[config.mk]
export PLATFORM = sky130hd
export DESIGN_NAME = thing_sched
export DESIGN_NICKNAME = d
export VERILOG_FILES = /design/src/rtl/thing_sched_pkg.sv /design/src/rtl/thing_sched_sess_buf.sv /design/src/rtl/thing_sched.sv
export SDC_FILE = /design/constraint.sdc
export NUM_CORES = 1
export LEC_CHECK = 0
export ABC_AREA = 1
export BUFFER_PORTS_ARGS = -buffer_cell sky130_fd_sc_hd__buf_4
export CELL_PAD_IN_SITES_DETAIL_PLACEMENT = 0
export CELL_PAD_IN_SITES_GLOBAL_PLACEMENT = 2
export CORE_ASPECT_RATIO = 2
export CORE_MARGIN = 5
export CORE_UTILIZATION = 44
export CTS_CLUSTER_DIAMETER = 50
export DETAILED_ROUTE_END_ITERATION = 6
export PLACE_DENSITY_LB_ADDON = 0.08
export SYNTH_ARGS = -nofsm -noshare
export SYNTH_HDL_FRONTEND = slang
export SYNTH_SLANG_ARGS = --single-unit
export TNS_END_PERCENT = 5
[constraint.sdc]
create_clock -name clk -period 7.5 [get_ports clk]
set_input_delay 0.75 -clock clk [delete_from_list [all_inputs] [get_ports clk]]
set_output_delay 0.75 -clock clk [all_outputs]
set_load 0.01 [all_outputs]
[src/rtl/thing_sched_pkg.sv]
// Shared constants and state encoding for the two-requester session scheduler.
package thing_sched_pkg;

  localparam logic [7:0] CH_SEMI   = 8'd59;
  localparam logic [7:0] CH_DOLLAR = 8'd36;

  typedef enum logic [2:0] {
    StArb,
    StCapture,
    StStart,
    StFeed,
    StPopWait,
    StDrain
  } state_e;

endpackage

[src/rtl/thing_sched_sess_buf.sv]
// Session byte buffer plus per-segment pop-count table; write pointers live here,
// reads are asynchronous by the replay pointers supplied from outside.
module thing_sched_sess_buf
  import thing_sched_pkg::*;
#(
  parameter int unsigned DEPTH   = 32,
  parameter int unsigned MAX_SEG = 8
) (
  input  logic                         clk,
  input  logic                         rst,
  input  logic                         i_clr,
  input  logic                         i_we,
  input  logic [7:0]                   i_data,
  input  logic                         i_num_we,
  input  logic [3:0]                   i_num,
  input  logic [$clog2(DEPTH)-1:0]     i_rd_ptr,
  input  logic [$clog2(MAX_SEG+1)-1:0] i_seg_rd,
  output logic [$clog2(DEPTH)-1:0]     o_wr_ptr,
  output logic [$clog2(MAX_SEG+1)-1:0] o_seg_cnt,
  output logic [7:0]                   o_rd_data,
  output logic [3:0]                   o_rd_num
);

  localparam int unsigned AW = $clog2(DEPTH);
  localparam int unsigned SW = $clog2(MAX_SEG + 1);
  localparam int unsigned IW = $clog2(MAX_SEG);
  localparam logic [SW-1:0] SegLimit = SW'(MAX_SEG);

  logic [7:0]    r_mem [DEPTH];
  logic [3:0]    r_num [MAX_SEG];
  logic [AW-1:0] r_wr_ptr;
  logic [SW-1:0] r_seg_cnt;

  always_ff @(posedge clk) begin
    if (rst || i_clr) begin
      r_wr_ptr  <= '0;
      r_seg_cnt <= '0;
    end else begin
      if (i_we)     r_wr_ptr  <= r_wr_ptr + 1'b1;
      if (i_num_we) r_seg_cnt <= r_seg_cnt + 1'b1;
    end
  end

  always_ff @(posedge clk) begin
    if (i_we) r_mem[r_wr_ptr] <= i_data;
    if (i_num_we && (r_seg_cnt < SegLimit)) r_num[r_seg_cnt[IW-1:0]] <= i_num;
  end

  assign o_wr_ptr  = r_wr_ptr;
  assign o_seg_cnt = r_seg_cnt;
  assign o_rd_data = r_mem[i_rd_ptr];
  // Past the last segment (the '$' byte) there is no table entry to show.
  assign o_rd_num  = (i_seg_rd < SegLimit) ? r_num[i_seg_rd[IW-1:0]] : 4'd0;

endmodule

[src/rtl/thing_sched.sv]
// Round-robin session scheduler: captures a whole session from the granted
// requester, then replays it into the shared stack engine with exact timing.
module thing_sched
  import thing_sched_pkg::*;
#(
  parameter int unsigned DEPTH   = 32,
  parameter int unsigned MAX_SEG = 8
) (
  input  logic       clk,
  input  logic       rst,
  input  logic [1:0] req_valid,
  input  logic [7:0] req_data0,
  input  logic [7:0] req_data1,
  input  logic [3:0] req_num0,
  input  logic [3:0] req_num1,
  output logic [1:0] req_ready,
  output logic       eng_ready,
  output logic [7:0] eng_thing_in,
  output logic [3:0] eng_thing_num,
  input  logic       eng_done_thing,
  input  logic       eng_valid_lifo,
  input  logic       eng_valid_fifo2,
  input  logic       eng_done_fifo2,
  input  logic [7:0] eng_thing_out,
  output logic       out_valid,
  output logic [7:0] out_data,
  output logic       out_owner,
  output logic       out_kind,
  output logic       busy,
  output logic       err_ovf
);

  localparam int unsigned AW = $clog2(DEPTH);
  localparam int unsigned SW = $clog2(MAX_SEG + 1);
  localparam logic [AW-1:0] PtrLast  = AW'(DEPTH - 1);
  localparam logic [SW-1:0] SegLimit = SW'(MAX_SEG);

  state_e        r_state, w_state_d;
  logic          r_grant, w_grant_d;
  logic          r_last_grant, w_last_grant_d;
  logic [AW-1:0] r_rd_ptr, w_rd_ptr_d;
  logic [SW-1:0] r_seg_rd, w_seg_rd_d;
  logic [3:0]    r_item_cnt, w_item_cnt_d;
  logic          r_err_ovf, w_err_ovf_d;

  logic          w_we, w_num_we, w_clr;
  logic [AW-1:0] w_wr_ptr;
  logic [SW-1:0] w_seg_cnt;
  logic [7:0]    w_rd_data;
  logic [3:0]    w_rd_num;
  logic [7:0]    w_byte;
  logic [3:0]    w_num;
  logic          w_acc, w_ovf, w_is_semi, w_is_dollar, w_is_item;

  thing_sched_sess_buf #(
    .DEPTH  (DEPTH),
    .MAX_SEG(MAX_SEG)
  ) u_buf (
    .clk      (clk),
    .rst      (rst),
    .i_clr    (w_clr),
    .i_we     (w_we),
    .i_data   (w_byte),
    .i_num_we (w_num_we),
    .i_num    (w_num),
    .i_rd_ptr (r_rd_ptr),
    .i_seg_rd (r_seg_rd),
    .o_wr_ptr (w_wr_ptr),
    .o_seg_cnt(w_seg_cnt),
    .o_rd_data(w_rd_data),
    .o_rd_num (w_rd_num)
  );

  assign w_byte      = r_grant ? req_data1 : req_data0;
  assign w_num       = r_grant ? req_num1 : req_num0;
  assign w_is_semi   = (w_byte == CH_SEMI);
  assign w_is_dollar = (w_byte == CH_DOLLAR);
  assign w_is_item   = !w_is_semi && !w_is_dollar;
  assign w_acc       = (r_state == StCapture) && req_valid[r_grant];
  // The 16th item would not fit the 4-bit pop count, so it ends the session.
  assign w_ovf       = w_acc && ((!w_is_dollar && (w_wr_ptr == PtrLast)) ||
                                 (w_is_semi && (w_seg_cnt == SegLimit)) ||
                                 (w_is_item && (r_item_cnt == 4'd15)));

  always_ff @(posedge clk) begin
    if (rst) begin
      r_state      <= StArb;
      r_grant      <= 1'b0;
      r_last_grant <= 1'b1;
      r_rd_ptr     <= '0;
      r_seg_rd     <= '0;
      r_item_cnt   <= '0;
      r_err_ovf    <= 1'b0;
    end else begin
      r_state      <= w_state_d;
      r_grant      <= w_grant_d;
      r_last_grant <= w_last_grant_d;
      r_rd_ptr     <= w_rd_ptr_d;
      r_seg_rd     <= w_seg_rd_d;
      r_item_cnt   <= w_item_cnt_d;
      r_err_ovf    <= w_err_ovf_d;
    end
  end

  always_comb begin
    w_state_d      = r_state;
    w_grant_d      = r_grant;
    w_last_grant_d = r_last_grant;
    w_rd_ptr_d     = r_rd_ptr;
    w_seg_rd_d     = r_seg_rd;
    w_item_cnt_d   = r_item_cnt;
    w_err_ovf_d    = 1'b0;
    w_we           = 1'b0;
    w_num_we       = 1'b0;
    w_clr          = 1'b0;
    req_ready      = 2'b00;
    eng_ready      = 1'b0;
    eng_thing_in   = 8'd0;
    eng_thing_num  = 4'd0;
    out_kind       = 1'b0;
    unique case (r_state)
      StArb: begin
        if (|req_valid) begin
          w_grant_d      = (&req_valid) ? ~r_last_grant : req_valid[1];
          w_last_grant_d = w_grant_d;
          w_state_d      = StCapture;
        end
      end
      StCapture: begin
        req_ready[r_grant] = 1'b1;
        if (w_ovf) begin
          w_err_ovf_d  = 1'b1;
          w_clr        = 1'b1;
          w_item_cnt_d = '0;
          w_state_d    = StArb;
        end else if (w_acc) begin
          w_we     = 1'b1;
          w_num_we = w_is_semi;
          if (w_is_item)   w_item_cnt_d = r_item_cnt + 4'd1;
          if (w_is_dollar) w_state_d    = StStart;
        end
      end
      StStart: begin
        eng_ready  = 1'b1;
        w_rd_ptr_d = '0;
        w_seg_rd_d = '0;
        w_state_d  = StFeed;
      end
      StFeed: begin
        eng_thing_in  = w_rd_data;
        eng_thing_num = w_rd_num;
        w_rd_ptr_d    = r_rd_ptr + 1'b1;
        if (w_rd_data == CH_SEMI)        w_state_d = StPopWait;
        else if (w_rd_data == CH_DOLLAR) w_state_d = StDrain;
      end
      StPopWait: begin
        eng_thing_num = w_rd_num;
        if (eng_done_thing) begin
          w_seg_rd_d = r_seg_rd + 1'b1;
          w_state_d  = StFeed;
        end
      end
      StDrain: begin
        out_kind = 1'b1;
        if (eng_done_fifo2) begin
          w_clr        = 1'b1;
          w_rd_ptr_d   = '0;
          w_seg_rd_d   = '0;
          w_item_cnt_d = '0;
          w_state_d    = StArb;
        end
      end
      default: w_state_d = StArb;
    endcase
  end

  assign out_valid = eng_valid_lifo | eng_valid_fifo2;
  assign out_data  = eng_thing_out;
  assign out_owner = r_grant;
  assign busy      = (r_state != StArb);
  assign err_ovf   = r_err_ovf;

endmodule

==> flow_summary_export.csv, run 1 <==
group,metric,value,unit
route,ant_nets,0,
floorplan,floorplan.initialDensity,44.39,%
worst_setup_path,crit_path_start_kind,"flop",
grt,antenna_violations_before_repair,0,
grt,grt_first_pass_wirelength,58400,um
sta,actual_transition_at_the_worst_max_transition_pin,0.9078,ns
cells_and_area,finalInstanceArea,15670,um^2
synth,synthFlopType,"sky130_fd_sc_hd__edfxtp_1",
route,wl_per_cell,21.57,um
worst_setup_path,critPathArrivalTime,3.74,ns
cts,numClockSinks,324,
route,first_iter_violations,547,
cts,root_buffer,"sky130_fd_sc_hd__clkbuf_16",
sta,maxSlewHeadroom,39.48,%
placement,post-place-ws,3.425,ns
cts,cts_htree_levels,1,
cts,post_cts_setup_buffer_count,0,
synth,synth_cells,1344,
floorplan,die_width,136.1,um
floorplan,fp.dieArea,35700,um^2
synth,yosysUniqueCellTypes,44,
sta,rsz0062_at_grt,"no",
route,via_count,9346,
pwr,worst_ir_drop_vdd,282.3,uV
cells_and_area,area_growth_syn_to_layout,11.95,%
sta,layout_min_cycle_time,4.493,ns
floorplan,i_o_pins,68,
cts,clk_path_buf_depth,3,
sta,setup_viol_count_final,0,
run_status,status,"finished clean",
hold_path,min-delay-path-class,"reg -> reg",
sta,layout_worst_path_cycle_share,59.90,%
pwr,powerDensity,288.5,nW/um^2
cts,numCtsBuffers,28,
sta,fmax,0.2226,GHz
route,drt_drc_violations_left,0,
placement,port-buffer-count,51,
synth,synth-edff-count,288,
cts,path_clk_slew,0.07,ns
synth,synth_area_per_cell,10.42,um^2
route,drt-pass1-iter-count,5,
floorplan,die-height,262.3,um
grt,number_of_global_route_vias_before_repair,9578,
cells_and_area,num_antenna_cells,0,
placement,gpl.final_weighted_congestion,0.8113,
synth,syn_nets,1394,
cts,clock_latency,0.56,ns
placement,place_area,14660,um^2
synth,async_reset_ff_share,0,%
cts,cts_hold_repair.buffers,0,
floorplan,placeableCoreArea,31540,um^2
placement,placed_cells_incl_taps,1761,
cts,post_cts_resized,0,
cts,tritoncts_clock_tree,"done",
synth,mapped_area,14000,um^2
sta,post-route-worst-setup-slack,3.007,ns
grt,grt_start_max_net_pins,84,
worst_setup_path,cp_max_fo,83,
sta,timing.final.max_slew_violations,0,
grt,groute.usage.overall,22.43,%
worst_setup_path,criticalPathCategory,"reg -> out",
pwr,leakage,5.815,nW
worst_setup_path,critical_path_required,6.75,ns
sta,timing_hold_violations_final,0,
route,vias_per_cell,5.155,
cells_and_area,post_route_cells_drive_above_1_share,11.22,%
cells_and_area,mostFrequentLayoutCell,"sky130_fd_sc_hd__nand2_1",
floorplan,core.rowCount,92,
grt,global_route.overflow_total,0,
pwr,post-layout-total-power,0.004522,W
job,max_cap_violations,0,
worst_setup_path,timing.critical_path.to_type,"output pin",
sta,clock_skew_after_layout,0.01860,ns
placement,place_hpwl,27180,um
route,totalWireLength,39110,um
sta,fin_setup_tns,0,ns
cells_and_area,stdcell_count,1813,
synth,synth_warn,0,
synth,post_synthesis_sequential_area_ratio,66.92,%
synth,synthesis_stage_register_bit_count,324,
cells_and_area,final_nets,1418,
cells_and_area,layout_common_cells,"sky130_fd_sc_hd__nand2_1, sky130_fd_sc_hd__edfxtp_1, sky130_fd_sc_hd__nand3_1",
## worst paths after layout
path / startpoint / endpoint / slack [ns] / cells past startpoint
worst max register to register: out_owner / u_buf.r_mem[9][1] / 3.51 / 12
worst min-delay path: r_last_grant / r_last_grant / 0.47 / 2
worst min register to register: r_last_grant / r_last_grant / 0.47 / 2
worst max-delay path: flop / eng_thing_in[1] / 3.01 / 11
## cells by family (layout without fill, tap and decap cells)
| logic type | Yosys count | in the layout | synth area share, % |
|---|---|---|---|
| and+or+nand+nor | 813 | 813 | 25.27 |
| DFF | 324 | 324 | 66.92 |
| buffers and inverters | 127 | 173 | 4.075 |
| AOI/OAI and AO/OA | 67 | 67 | 2.654 |
| adders and majority gates | 10 | 10 | 0.8937 |
| xor gates and xnor gates | 3 | 3 | 0.1877 |
## critical path, cell delays in order (launching register included)
cell	delay (ns)
sky130_fd_sc_hd__dfxtp_4	0.64
sky130_fd_sc_hd__clkinv_2	0.67
sky130_fd_sc_hd__buf_4	0.60
sky130_fd_sc_hd__nand2_1	0.17
sky130_fd_sc_hd__nand3_1	0.09
sky130_fd_sc_hd__nand3_1	0.13
sky130_fd_sc_hd__nand2_1	0.08
sky130_fd_sc_hd__nand2_1	0.09
sky130_fd_sc_hd__nand2_1	0.09
sky130_fd_sc_hd__o21ai_0	0.27
sky130_fd_sc_hd__nor2_1	0.07
sky130_fd_sc_hd__buf_4	0.15
## per-stage QoR
step,utilization [%],hold WS [ns]
after detailed placement,46.49,0.4550
final,49.69,0.4710
after global routing,49.69,0.4883
after floorplan,-,0.4292
after CTS,49.69,0.4755
after global placement,46.49,0.4446
## Yosys cell counts, drive strengths merged, types with 10 or more instances
cell,n,area [um^2]
nand3,231,1184
inv,57,216.5
clkbuf,14,52.55
dfxtp,36,720.7
ha,10,125.1
edfxtp,288,8648
buf,54,292.8
nor2,115,470.4
nand2,448,1727
a21oi,21,112.6
o21ai,36,195.2
## layout make-up
cell class	instances	area, um^2
timing repair buffer	62	465.4
sequential	324	9374
tap	423	529.3
clock buffer	35	799.5
clock inverter	17	212.7
multi-input combinational	893	4066
inverter	59	226.5
fill	2967	15870
## registers in the layout, indices dropped and copies added, names as in the netlist, named ones only
name and count:
u_buf.r_mem 256, u_buf.r_num 32, r_rd_ptr 5, u_buf.o_wr_ptr 5
r_item_cnt 4, r_seg_rd 4, u_buf.o_seg_cnt 4, r_state 3
err_ovf 1, out_owner 1, r_last_grant 1
## power by group
part           switching (W)  internal [W]  total (W)
clock network       0.000666      0.000878    0.00154
logic               0.000632      0.000208   0.000840
registers          0.0000426       0.00210    0.00214
## per-layer routing
layer  up-vias  track usage (%)  part of all wire [%]  wire length (um)
met5         -                0                     0                 0
met4         0            11.92                   6.2              2407
met3        60            1.879                   2.5               971
met2       179            45.24                    59             23220
met1      4484            21.34                    32             12510
li1       4623                -                     -                 -
No activity file was read; power rests on OpenSTA's default activity.
==> run 2, diff against run 1 <==
- CORE_UTILIZATION: 44 -> 41
- clock period: 7.5 -> 4.57 ns (I/O delays scaled with it)
==> flow_summary_export.csv, run 2 (synthesis results as in run 1) <==
group,metric,value,unit
cells_and_area,num_antenna_cells,0,
pwr,leakage,5.940,nW
floorplan,i_o_pins,68,
cts,numCtsBuffers,29,
cells_and_area,fill_count,3162,
sta,maxSlewHeadroom,42.74,%
floorplan,fp.dieArea,38170,um^2
route,drt_drc_violations_left,0,
cts,cts_hold_repair.buffers,0,
cts,clock_latency,0.56,ns
cts,numClockSinks,324,
sta,timing.final.max_slew_violations,0,
sta,fmax,0.2768,GHz
cts,tritoncts_clock_tree,"done",
route,via_count,9317,
sta,layout_worst_path_cycle_share,79.06,%
route,ant_nets,0,
hold_path,timing.hold.worst.start,"rst",
route,wl_met2,24090,um
cts,post_cts_setup_buffer_count,0,
cells_and_area,layout_common_cells,"sky130_fd_sc_hd__nand2_1, sky130_fd_sc_hd__edfxtp_1, sky130_fd_sc_hd__nand3_1",
grt,antenna_violations_before_repair,0,
hold_path,min-delay-path-class,"in -> reg",
grt,grt_first_pass_wirelength,57860,um
worst_setup_path,startpoint_of_the_worst_register_to_register_path,"out_owner",
sta,layout_min_cycle_time,3.613,ns
cells_and_area,layout.area.seq,9374,um^2
cells_and_area,post_route_cells_drive_above_1_share,12.12,%
placement,port-buffer-count,51,
placement,place_area,14820,um^2
cts,clk_path_buf_depth,3,
cells_and_area,multi_input_logic_area,4061,um^2
grt,number_of_global_route_vias_before_repair,9610,
route,drt-pass1-iter-count,4,
cts,path_clk_slew,0.07,ns
worst_setup_path,criticalPathCategory,"reg -> out",
sta,clock_skew_after_layout,0.01292,ns
route,routed-wl-met3,1035,um
sta,fin_setup_tns,0,ns
floorplan,placeableCoreArea,33640,um^2
sta,timing_hold_violations_final,0,
route,wirelength_met1,12420,um
route,wl_per_cell,21.03,um
route,top_signal_layer_used,"met4",
route,totalWireLength,38830,um
grt,global_route.overflow_total,0,
grt,groute.usage.overall,20.35,%
cells_and_area,largest_register,"u_buf.r_mem",
placement,place_hpwl,27170,um
route,first_iter_violations,466,
sta,setup_viol_count_final,0,
worst_setup_path,timing.critical_path.to_type,"output pin",
cts,cts_htree_levels,1,
cells_and_area,final_nets,1439,
run_status,status,"finished clean",
worst_setup_path,crit_path_start_kind,"flop",
route,vias_per_cell,5.044,
pwr,powerDensity,473.0,nW/um^2
cts,post_cts_resized,0,
cells_and_area,area_growth_syn_to_layout,13.34,%
floorplan,floorplan.initialDensity,41.62,%
sta,actual_transition_at_the_worst_max_transition_pin,0.8589,ns
floorplan,core.rowCount,95,
grt,grt_start_max_net_pins,73,
sta,rsz0062_at_grt,"no",
floorplan,die-height,271.3,um
cells_and_area,largest_register_ffs,256,
cts,root_buffer,"sky130_fd_sc_hd__clkbuf_16",
worst_setup_path,critPathArrivalTime,3.16,ns
cells_and_area,finalInstanceArea,15870,um^2
floorplan,die_width,140.7,um
pwr,worst_ir_drop_vdd,352.8,uV
worst_setup_path,critical_path_required,4.11,ns
placement,gpl.final_weighted_congestion,0.8102,
job,max_cap_violations,0,
worst_setup_path,cp_max_fo,53,
sta,finalHoldWorstSlack,0.1814,ns
cells_and_area,mostFrequentLayoutCell,"sky130_fd_sc_hd__nand2_1",
-- run 2: cell types whose count changed in the layout (fill, tap and decap cells not counted), moves of 2 or more --
cell,change
sky130_fd_sc_hd__nand2_2,-2
sky130_fd_sc_hd__clkinvlp_4,-2
sky130_fd_sc_hd__clkinv_2,+3
sky130_fd_sc_hd__clkbuf_8,-2
sky130_fd_sc_hd__bufinv_16,+4
sky130_fd_sc_hd__buf_4,+20
sky130_fd_sc_hd__nand2_1,+2
sky130_fd_sc_hd__inv_4,-2
sky130_fd_sc_hd__clkinv_1,+2
-- run 2: metal layers --
layer  global-route usage (%)  up-vias
met5                        0        -
met2                    44.13      145
li1                         -     4656
met1                    18.50     4461
met3                    1.990       55
met4                    6.917        0
-- run 2: final timing paths --
check | to | slack [ns] | cells past startpoint
worst max-delay path | eng_thing_in[3] | 0.96 | 11
worst min-delay path | err_ovf | 0.18 | 2
worst max register to register | u_buf.r_mem[21][6] | 1.08 | 13
worst min register to register | r_last_grant | 0.47 | 2
-- run 2: area by class of cell --
type                            count  share of cell area, %
Clock buffer                       33                  4.731
Tap cell                          436                  3.438
Clock inverter                     20                  1.861
Sequential cell                   324                  59.07
Multi-Input combinational cell    893                  25.59
Inverter                           59                  1.427
Timing Repair Buffer               82                  3.879
-- run 2: power by group --
| group | internal [W] | switching [W] | leakage [nW] |
|---|---|---|---|
| sequential | 0.00344 | 0.0000441 | 2.88 |
| clock | 0.00158 | 0.00110 | 0.511 |
| combinational | 0.000356 | 0.000985 | 2.55 |
| total | 0.00538 | 0.00213 | 5.94 |
-- run 2: through the flow --
stage               instances  total power, W  util (%)  setup slack, ns
finish                   1847        0.007506     47.18           0.9569
global route             1847        0.007844     47.18           0.7100
CTS                      1847        0.007595     47.18           0.8973
detailed placement       1794        0.004926     44.07            1.012
global placement         1794        0.004929     44.07            1.045
floorplan                1344        0.004373         -            1.703
-- run 2: critical path: stages, from the launching register on --
cell	delay, ns
sky130_fd_sc_hd__dfxtp_4	0.36
sky130_fd_sc_hd__clkinv_2	0.34
sky130_fd_sc_hd__buf_4	0.58
sky130_fd_sc_hd__nand2_1	0.10
sky130_fd_sc_hd__nand3_1	0.10
sky130_fd_sc_hd__nand3_1	0.30
sky130_fd_sc_hd__nand2_1	0.16
sky130_fd_sc_hd__nand2_1	0.07
sky130_fd_sc_hd__nand3_1	0.10
sky130_fd_sc_hd__o21ai_0	0.15
sky130_fd_sc_hd__nor2_1	0.17
sky130_fd_sc_hd__buf_4	0.15
==> run 3, diff against run 2 <==
- ABC_AREA: 1 -> 0
- clock period: 4.57 -> 3.05 ns (I/O delays scaled with it)
==> flow_summary_export.csv, run 3 <==
group,metric,value,unit
run_status,status,"complete, but fails checks",
run_status,violations,"negative setup slack",
cells_and_area,post_route_cells_drive_above_1_share,32.02,%
synth,synth_warn,0,
cells_and_area,finish.utilization,50.26,%
floorplan,core.rowCount,93,
grt,grt_first_pass_wirelength,55390,um
route,via_count,7831,
synth,post_synthesis_sequential_area_ratio,69.75,%
placement,place_hpwl,27540,um
sta,timing_hold_violations_final,0,
floorplan,i_o_pins,68,
worst_setup_path,cp_max_fo,5,
floorplan,placeableCoreArea,32350,um^2
synth,synthFlopType,"sky130_fd_sc_hd__edfxtp_1",
route,ant_nets,0,
cts,root_buffer,"sky130_fd_sc_hd__clkbuf_16",
cells_and_area,area_growth_syn_to_layout,21.05,%
worst_setup_path,path_common_cell,"sky130_fd_sc_hd__mux4_2",
synth,synth_most_common_cell,"sky130_fd_sc_hd__edfxtp_1",
grt,number_of_global_route_vias_before_repair,8391,
worst_setup_path,crit_slowest_cell,"sky130_fd_sc_hd__mux4_2",
cells_and_area,largest_register_ffs,256,
route,drt-pass1-iter-count,5,
cts,clock_latency,0.57,ns
sta,fmax,0.3267,GHz
route,top_signal_layer_used,"met4",
grt,groute.usage.overall,21.11,%
synth,synth_cells,838,
sta,finalHoldWorstSlack,0.05359,ns
grt,grt_start_max_net_pins,33,
grt,antenna_violations_before_repair,0,
worst_setup_path,crit_path_start_kind,"flop",
synth,async_reset_ff_share,0,%
synth,yosys.area.top_type,"sky130_fd_sc_hd__edfxtp_1",
hold_path,min-delay-path-class,"in -> reg",
cts,clk_path_buf_depth,3,
synth,yosys-top-cells-area,"sky130_fd_sc_hd__edfxtp_1, sky130_fd_sc_hd__mux4_2, sky130_fd_sc_hd__dfxtp_1, sky130_fd_sc_hd__mux2i_1, sky130_fd_sc_hd__nor2_1",
sta,fin_setup_tns,-0.01050,ns
floorplan,floorplan.initialDensity,41.52,%
cts,path_clk_slew,0.07,ns
pwr,leakage,5.419,nW
route,routed-wl-met3,1479,um
synth,mapped_area,13430,um^2
job,max_cap_violations,0,
worst_setup_path,critPathArrivalTime,2.76,ns
worst_setup_path,path_cells,"buf_12, buf_8, mux4_2, mux4_2, mux2i_4, nor2_2, buf_6",
cells_and_area,layout_common_cells,"sky130_fd_sc_hd__edfxtp_1, sky130_fd_sc_hd__buf_4, sky130_fd_sc_hd__nor2_1",
route,totalWireLength,37960,um
sta,maxSlewHeadroom,44.91,%
cts,numCtsBuffers,30,
synth,syn_nets,888,
cells_and_area,fill_count,2847,
pwr,switching_share,25.95,%
cells_and_area,mostFrequentLayoutCell,"sky130_fd_sc_hd__edfxtp_1",
worst_setup_path,critical_path_required,2.74,ns
floorplan,fp.dieArea,36700,um^2
pwr,cellInternalPower,0.007900,W
sta,layout_min_cycle_time,3.060,ns
pwr,power.sequential.fraction,48.2,%
pwr,clkPwrFrac,36.0,%
sta,setup_viol_count_final,1,
worst_setup_path,path_buf_inv,3,
route,drt_drc_violations_left,0,
floorplan,die-height,266.0,um
route,wl_met2,22120,um
pwr,post-layout-total-power,0.01067,W
synth,yosysUniqueCellTypes,59,
route,vias_per_cell,5.442,
worst_setup_path,cp_slowest_stage_delay,0.55,ns
synth,synth-edff-count,288,
cts,numClockSinks,324,
grt,global_route.overflow_total,0,
sta,timing.final.max_slew_violations,0,
worst_setup_path,criticalPathCategory,"reg -> out",
synth,synth_area_per_cell,16.03,um^2
sta,post-route-worst-setup-slack,-0.01050,ns
placement,post-place-ws,-0.5670,ns
worst_setup_path,cp_top_family,"multiplexers",
synth,synth_top_area_share,64.39,%
pwr,worst_ir_drop_vdd,520.0,uV
route,first_iter_violations,514,
cells_and_area,largest_register,"u_buf.r_mem",
pwr,power.switching,0.002769,W
sta,clock_skew_after_layout,0.02645,ns
synth,synth_common_cells,"sky130_fd_sc_hd__edfxtp_1, sky130_fd_sc_hd__nor2_1, sky130_fd_sc_hd__mux4_2",
placement,gpl.final_weighted_congestion,0.8157,
hold_path,timing.hold.worst.start,"req_valid[1]",
cells_and_area,final_nets,1038,
cells_and_area,num_antenna_cells,0,
placement,port-buffer-count,51,
floorplan,die_width,138.0,um
sta,actual_transition_at_the_worst_max_transition_pin,0.8263,ns
route,wl_per_cell,26.38,um
pwr,powerDensity,656.2,nW/um^2
pwr,share_comb_of_total_power,15.8,%
sta,layout_worst_path_cycle_share,100.3,%
cts,cts_htree_levels,1,
synth,synthesis_stage_register_bit_count,324,
route,wirelength_met1,12410,um
cts,tritoncts_clock_tree,"done",
sta,rsz0062_at_grt,"yes",
worst_setup_path,timing.critical_path.to_type,"output pin",
==> run 3: final timing paths <==
| check | end | slack (ns) | cells after the start |
|---|---|---|---|
| worst min-delay path | r_last_grant | 0.05 | 3 |
| worst max register to register | r_state[1] | 0.17 | 11 |
| worst max-delay path | eng_thing_in[7] | -0.01 | 7 |
| worst min register to register | r_last_grant | 0.52 | 2 |
==> run 3: power groups by stage <==
stage | Combinational [W] | Sequential [W] | Clock [W]
global route | 0.00182 | 0.00515 | 0.00411
detailed placement | 0.00158 | 0.00525 | 0
CTS | 0.00166 | 0.00515 | 0.00391
global placement | 0.00157 | 0.00525 | 0
floorplan | 0.000926 | 0.00520 | 0
finish | 0.00168 | 0.00515 | 0.00384
==> run 3: cells by family after synthesis <==
group | count (synthesis) | share of synthesized area [%]
buf+inv | 63 | 2.469
mux | 117 | 13.98
simple gates | 223 | 7.657
xor+xnor | 12 | 0.7826
fa+ha+maj | 10 | 0.9315
compound gates | 89 | 4.425
flops | 324 | 69.75
==> run 3: layout make-up <==
| cell class | count | area, um^2 | share of cell area, % |
|---|---|---|---|
| Inverter | 15 | 56.30 | 0.3463 |
| Timing Repair Buffer | 166 | 1399 | 8.603 |
| Multi-Input combinational cell | 451 | 3876 | 23.84 |
| Tap cell | 427 | 534.3 | 3.286 |
| Clock inverter | 23 | 251.5 | 1.547 |
| Sequential cell | 324 | 9380 | 57.69 |
| Clock buffer | 33 | 762.0 | 4.686 |
==> run 3: timing repair <==
action                                  in CTS  in global routing
endpoints found under the setup margin      15                 73
pin swaps                                    2                  4
gates resized for setup                     22                 23
buffers inserted                            12                  8
hold endpoints to repair                     5                  0
hold buffers                                 1                  0
==> run 3: worst register-to-register path, cell delays in order (launching register included) <==
cell and delay, ns:
sky130_fd_sc_hd__dfxtp_4 0.40, sky130_fd_sc_hd__buf_12 0.18, sky130_fd_sc_hd__buf_4 0.17, sky130_fd_sc_hd__and2_0 0.18
sky130_fd_sc_hd__a22oi_1 0.23, sky130_fd_sc_hd__nand2_1 0.09, sky130_fd_sc_hd__a21boi_1 0.28, sky130_fd_sc_hd__nor4_4 0.09
sky130_fd_sc_hd__buf_4 0.16, sky130_fd_sc_hd__or4_1 0.65, sky130_fd_sc_hd__a21oi_1 0.23, sky130_fd_sc_hd__a31oi_1 0.10
==> run 3: metal layers <==
metal  global-route usage [%]  vias up
met5                        0        -
met4                    9.516        0
met3                    2.721       68
met2                    40.98      230
met1                    21.83     4010
li1                         -     3523
==> run 3: through the flow <==
step / instance area [um^2] / std cells
floorplan: 13430 / 838
global route: 16260 / 1439
CTS: 16110 / 1431
global placement: 14860 / 1362
detailed placement: 14860 / 1362
finish: 16260 / 1439
